$ cat src/rtl/seq_shifter_pkg.sv
// Shared types and constants for the sequential shifter.
// Contents: shift_mode_t (operation codes), shift_state_t (control states),
// MODE_W (mode field width) and is_shift_mode() (true for modes that move bits).
package shifter_pkg;

  localparam int unsigned MODE_W = 3;

  typedef enum logic [MODE_W-1:0] {
    ModePass  = 3'b000,
    ModeLsl   = 3'b001,
    ModeLsr   = 3'b010,
    ModeRol   = 3'b011,
    ModeRor   = 3'b100,
    ModeAsr   = 3'b101,
    ModeRsvd6 = 3'b110,
    ModeRsvd7 = 3'b111
  } shift_mode_t;

  typedef enum logic [1:0] {
    StIdle  = 2'd0,
    StShift = 2'd1,
    StDone  = 2'd2
  } shift_state_t;

  // Pass and the reserved codes leave the operand untouched.
  function automatic logic is_shift_mode(logic [MODE_W-1:0] mode);
    logic res;
    case (mode)
      ModeLsl, ModeLsr, ModeRol, ModeRor, ModeAsr: res = 1'b1;
      default:                                     res = 1'b0;
    endcase
    return res;
  endfunction

endpackage

$ cat src/rtl/seq_shifter_if.sv
// Request/response bundle of the sequential shifter.
// Signals: start, mode, amount, data_in (requester -> shifter);
//          data_out, busy, done (shifter -> requester).
// Modports: master = requester side, slave = shifter side.
interface seq_shifter_if #(
  parameter int unsigned WIDTH = 8,
  parameter int unsigned AMT_W = $clog2(WIDTH)
);

  logic                            start;
  logic [shifter_pkg::MODE_W-1:0]  mode;
  logic [AMT_W-1:0]                amount;
  logic [WIDTH-1:0]                data_in;
  logic [WIDTH-1:0]                data_out;
  logic                            busy;
  logic                            done;

  modport master (
    output start, mode, amount, data_in,
    input  data_out, busy, done
  );

  modport slave (
    input  start, mode, amount, data_in,
    output data_out, busy, done
  );

endinterface

$ cat src/rtl/seq_shifter_step.sv
// Single-bit shift/rotate step, purely combinational.
// Ports: mode (operation code), din (operand), dout (din moved by one bit).
// Pass and reserved codes return din unchanged.
module shift_step
  import shifter_pkg::*;
#(
  parameter int unsigned WIDTH = 8
) (
  input  logic [MODE_W-1:0] mode,
  input  logic [WIDTH-1:0]  din,
  output logic [WIDTH-1:0]  dout
);

  always_comb begin
    dout = din;
    case (mode)
      ModeLsl: dout = {din[WIDTH-2:0], 1'b0};
      ModeLsr: dout = {1'b0, din[WIDTH-1:1]};
      ModeRol: dout = {din[WIDTH-2:0], din[WIDTH-1]};
      ModeRor: dout = {din[0], din[WIDTH-1:1]};
      // MSB is never changed by this step, so repeated steps keep copying the original MSB.
      ModeAsr: dout = {din[WIDTH-1], din[WIDTH-1:1]};
      default: dout = din;
    endcase
  end

endmodule

$ cat src/rtl/seq_shifter.sv
// Iterative shift unit: one single-bit step per clock with start/busy/done handshake.
// Ports: clk (rising-edge clock), reset (synchronous, active high),
//        bus (seq_shifter_if slave: start/mode/amount/data_in in, data_out/busy/done out).
// An accepted start loads the operand into the result register; SHIFT then steps it
// amount times through shift_step, and DONE raises done for one cycle.
module seq_shifter
  import shifter_pkg::*;
#(
  parameter int unsigned WIDTH = 8,
  parameter int unsigned AMT_W = $clog2(WIDTH)
) (
  input  logic          clk,
  input  logic          reset,
  seq_shifter_if.slave  bus
);

  localparam logic [1:0] StateIdle  = StIdle;
  localparam logic [1:0] StateShift = StShift;
  localparam logic [1:0] StateDone  = StDone;

  logic [1:0]        state_q, state_d;
  logic [AMT_W-1:0]  cnt_q, cnt_d;
  logic [MODE_W-1:0] mode_q, mode_d;
  logic [WIDTH-1:0]  data_q, data_d;
  logic [WIDTH-1:0]  step_out;

  shift_step #(
    .WIDTH (WIDTH)
  ) u_step (
    .mode (mode_q),
    .din  (data_q),
    .dout (step_out)
  );

  always_comb begin
    state_d = state_q;
    cnt_d   = cnt_q;
    mode_d  = mode_q;
    data_d  = data_q;
    case (state_q)
      StateIdle: begin
        if (bus.start) begin
          data_d = bus.data_in;
          cnt_d  = bus.amount;
          mode_d = bus.mode;
          if ((bus.amount != '0) && is_shift_mode(bus.mode)) begin
            state_d = StateShift;
          end else begin
            state_d = StateDone;
          end
        end
      end
      StateShift: begin
        data_d = step_out;
        cnt_d  = cnt_q - AMT_W'(1);
        if (cnt_q == AMT_W'(1)) begin
          state_d = StateDone;
        end
      end
      StateDone: begin
        state_d = StateIdle;
      end
      default: begin
        state_d = StateIdle;
      end
    endcase
  end

  always_ff @(posedge clk) begin
    if (reset) begin
      state_q <= StateIdle;
      cnt_q   <= '0;
      mode_q  <= '0;
      data_q  <= '0;
    end else begin
      state_q <= state_d;
      cnt_q   <= cnt_d;
      mode_q  <= mode_d;
      data_q  <= data_d;
    end
  end

  assign bus.data_out = data_q;
  assign bus.busy     = (state_q != StateIdle);
  assign bus.done     = (state_q == StateDone);

endmodule

$ cat src/flat_wrapper.sv
// flat-port wrapper written by rule: the top's interface ports become plain ports
module seq_shifter_flat import shifter_pkg::*;
#(
  parameter int unsigned WIDTH = 8,
  parameter int unsigned AMT_W = $clog2(WIDTH)
)
  (clk, reset, bus_start, bus_mode, bus_amount, bus_data_in, bus_data_out, bus_busy, bus_done);
  seq_shifter_if #(.WIDTH(WIDTH), .AMT_W(AMT_W)) bus_i ();
  input  logic clk;
  input  logic reset;
  input wire logic [$bits(bus_i.start)-1:0] bus_start;
  input wire logic [$bits(bus_i.mode)-1:0] bus_mode;
  input wire logic [$bits(bus_i.amount)-1:0] bus_amount;
  input wire logic [$bits(bus_i.data_in)-1:0] bus_data_in;
  output wire logic [$bits(bus_i.data_out)-1:0] bus_data_out;
  output wire logic [$bits(bus_i.busy)-1:0] bus_busy;
  output wire logic [$bits(bus_i.done)-1:0] bus_done;
  assign bus_i.start = bus_start;
  assign bus_i.mode = bus_mode;
  assign bus_i.amount = bus_amount;
  assign bus_i.data_in = bus_data_in;
  assign bus_data_out = bus_i.data_out;
  assign bus_busy = bus_i.busy;
  assign bus_done = bus_i.done;
  seq_shifter #(.WIDTH(WIDTH), .AMT_W(AMT_W)) u_core (.clk(clk), .reset(reset), .bus(bus_i));
endmodule
$ cat config.mk
export PLATFORM = sky130hd
export DESIGN_NAME = seq_shifter_flat
export DESIGN_NICKNAME = d
export VERILOG_FILES = /design/src/rtl/seq_shifter_pkg.sv /design/src/rtl/seq_shifter_if.sv /design/src/rtl/seq_shifter_step.sv /design/src/rtl/seq_shifter.sv /design/src/flat_wrapper.sv
export SDC_FILE = /design/constraint.sdc
export NUM_CORES = 1
export LEC_CHECK = 0
export ABC_AREA = 1
export BUFFER_PORTS_ARGS = -buffer_cell sky130_fd_sc_hd__buf_4
export CAP_MARGIN = 10
export CORE_MARGIN = 4
export CORE_UTILIZATION = 45
export CTS_CLUSTER_DIAMETER = 40
export DETAILED_ROUTE_END_ITERATION = 8
export HOLD_SLACK_MARGIN = 0.02
export PLACE_DENSITY = 0.79
export SLEW_MARGIN = 30
export SYNTH_ARGS = -nofsm -noshare
export SYNTH_HDL_FRONTEND = slang
export SYNTH_SLANG_ARGS = --single-unit
$ cat constraint.sdc
create_clock -name clk -period 3.8 [get_ports clk]
set_clock_uncertainty 0.05 [all_clocks]
set_input_delay 0.57 -clock clk [delete_from_list [all_inputs] [get_ports clk]]
set_output_delay 0.57 -clock clk [all_outputs]
set_load 0.01 [all_outputs]
==> metrics.yaml <==
synthesis:
  synth_ff_type: "dfxtp_1"
  yosysMostFrequentCell: "nand2_1"
  synthTopCellsByCount: "nand2_1, inv_1, nor2_1"
  synth_seq_area_share_pct: 31.5
  synth_top_cell_by_area: "dfxtp_1"
  synth_edf_count: 0
  synth_area_leaders: "dfxtp_1, nand2_1, inv_1"
  synth_cell_types: 17
  yosysTopAreaCellShare_pct: 31.5
  synth_cells: 174
  syn_area_per_cell_um2: 5.84
  synth_seq_cells: 16
  syn-cell-area_um2: 1020
  synth-warning-count: 0
  synth_fp_nets: 193
  async_reset_ff_share_pct: 0
min_path:
  hold_class: "flop to flop"
  min_from: "u_core.cnt_q[2]"
drt:
  vias: 1105
  wl_per_cell_um: 10.3
  viasPerCell: 4.85
  firstDrtPassIters: 4
  postRouteWirelength_um: 2340
  drc: 0
  postRouteAntennaNets: 0
  drt_iter0_markers: 18
setup_path:
  worstPathArrival_ps: 1020
  max_stage_delay_ps: 360
  critical_path_class: "flop to output port"
  cp-startpoint: "u_core.state_q[0]"
  reg2reg_from: "u_core.mode_q[1]"
  worst-path-stages: 3
  crit_family: "flip-flops"
  rr_worst_depth: 8
  cp_max_fo: 4
  critPathCapture: "bus_busy"
  r2r_slack_ps: 2360
  slowest_stage: "dfxtp_1"
  cp-end-kind: "output port"
  path_cells: "nor2_1, inv_1, buf_4"
  cp-start-kind: "flop"
  reg2reg_to: "u_core.bus.data_out[2]"
  cp_num_buf_inv: 2
  cp.required_ps: 3180
cts:
  clk_pin_slew_ps: 100
  clock_latency_ps: 290
  cts_buffer_depth: 2
  cts-resized-gates: 0
  cts_tree: "yes"
  hold_buffers: 0
  cts_max_level: 1
  numCtsBuffers: 3
  post_cts_buffers: 0
  cts_sinks: 16
  cts-root-buf: "clkbuf_4"
timing:
  rsz0062_at_grt: "false"
  finalMaxSlewViolations: 0
  timing.hold.ws_ps: 475
  fin_crit_sh_pct: 43.1
  final-hold-violation-count: 0
  setup_violations: 0
  period_needed_ps: 1640
  relSlewSlack_pct: 80.0
  fmax_mhz: 611
  finalSetupTns_ps: 0
  max_slew.worst_pin.slew_ps: 300
power:
  p_int_uw: 321
  cellPowerDensity_nw_per_um2: 394
  power_switching_uw: 178
  peakVddDrop_mv: 0.229
  p_sw_share_pct: 35.6
  leakagePower_nw: 0.702
  power_frac_comb_pct: 35.5
  pwr-share-seq_pct: 41.5
  p_clk_share_pct: 23.0
  total_power_uw: 499
global_route:
  grt_max_degree: 20
  antenna_found_initial: 0
  grt_pass1_wl_um: 4210
  grt_overflow: 0
  grtUsageTotal_pct: 16.3
  grt_pass1_vias: 995
status:
  status: "finished clean"
placement:
  placed_area_um2: 1230
  place_congestion: 0.865
  dp_hpwl_um: 1790
  place.port_buffers: 26
floorplan:
  die_height_um: 55.5
  num_io_pins: 27
  rows: 16
  dieArea_um2: 3080
  initial_core_util_pct: 49.8
  chipWidth_um: 55.5
  fp.coreArea_um2: 2040
final_layout:
  drive_above_1_share_pct: 17.9
  syn_to_final_growth_pct: 24.8
  antenna_cells: 0
  design_area_um2: 1270
  num-nets-final: 221
job:
  cap_violations: 0
[placed cells by master, fill, tap and decap left out]
cell type	instances
clkbuf_8	1
clkbuf_4	3
nand2_2	3
a21oi_1	15
dfxtp_1	16
o21ai_0	7
nand3_1	22
nor2_1	24
nand2_1	42
inv_1	34
xnor2_1	1
inv_2	1
o211ai_1	1
or2_2	1
buf_4	26
nand3_2	1
ha_1	2
nand4_1	1
[how the worst min path moves through the flow]
stage                            endpoint  slack [ps]  depth (start not counted)
after global placement    u_core.cnt_q[2]         460                          2
after floorplan           u_core.cnt_q[2]         430                          2
after CTS                 u_core.cnt_q[2]         470                          2
final                     u_core.cnt_q[2]         480                          2
after global routing      u_core.cnt_q[2]         480                          2
after detailed placement  u_core.cnt_q[2]         460                          2
[cells by family after synthesis]
kind of cell	after synthesis	share of synthesized area, %
and+or+nand+nor	94	39.3
adders and majority gates	2	2.46
xor gates and xnor gates	1	0.862
buffers and inverters	38	14.3
DFF	16	31.5
AOI/OAI and AO/OA	23	11.6
[through the flow]
| step | setup WS, ps | util (%) | std cells |
|---|---|---|---|
| 3_5_place_dp | 2260 | 60.3 | 224 |
| 6_report | 2160 | 62.1 | 228 |
| 5_1_grt | 2120 | 62.1 | 228 |
| 4_1_cts | 2170 | 62.1 | 228 |
| 2_1_floorplan | 2410 | - | 174 |
| 3_3_place_gp | 2300 | 60.3 | 224 |
[power by group through the flow]
stage | clock network, mW | registers [mW] | logic [mW]
2_1_floorplan | 0 | 0.213 | 0.115
3_3_place_gp | 0 | 0.209 | 0.173
3_5_place_dp | 0 | 0.210 | 0.176
4_1_cts | 0.117 | 0.207 | 0.177
5_1_grt | 0.127 | 0.210 | 0.205
6_report | 0.115 | 0.207 | 0.177
[registers in the layout (all words and copies together), names as in the netlist]
name                 cells
u_core.mode_q            3
u_core.cnt_q             3
u_core.state_q           2
u_core.bus.data_out      8
[worst min-delay path, cell delays in order, from the launching register on]
cell     delay, ps
dfxtp_1        340
nand3_1         80
a21oi_1         60
[final cells by class]
class / instances / area (um^2)
fillers: 218 / 774
multi-input cells: 120 / 551
repair buffers: 26 / 195
well taps: 27 / 33.8
clock buffers: 4 / 36.3
inverters: 35 / 131
flip-flops and latches: 16 / 320
[metal layers]
layer	vias to the layer above	global-route usage, %	routed length, um
met2	30	25.3	1020
met3	5	4.43	139
li1	591	-	-
met5	-	0	0
met1	479	21.5	1160
met4	0	5.90	29
Power figures use the tool's default switching activity.
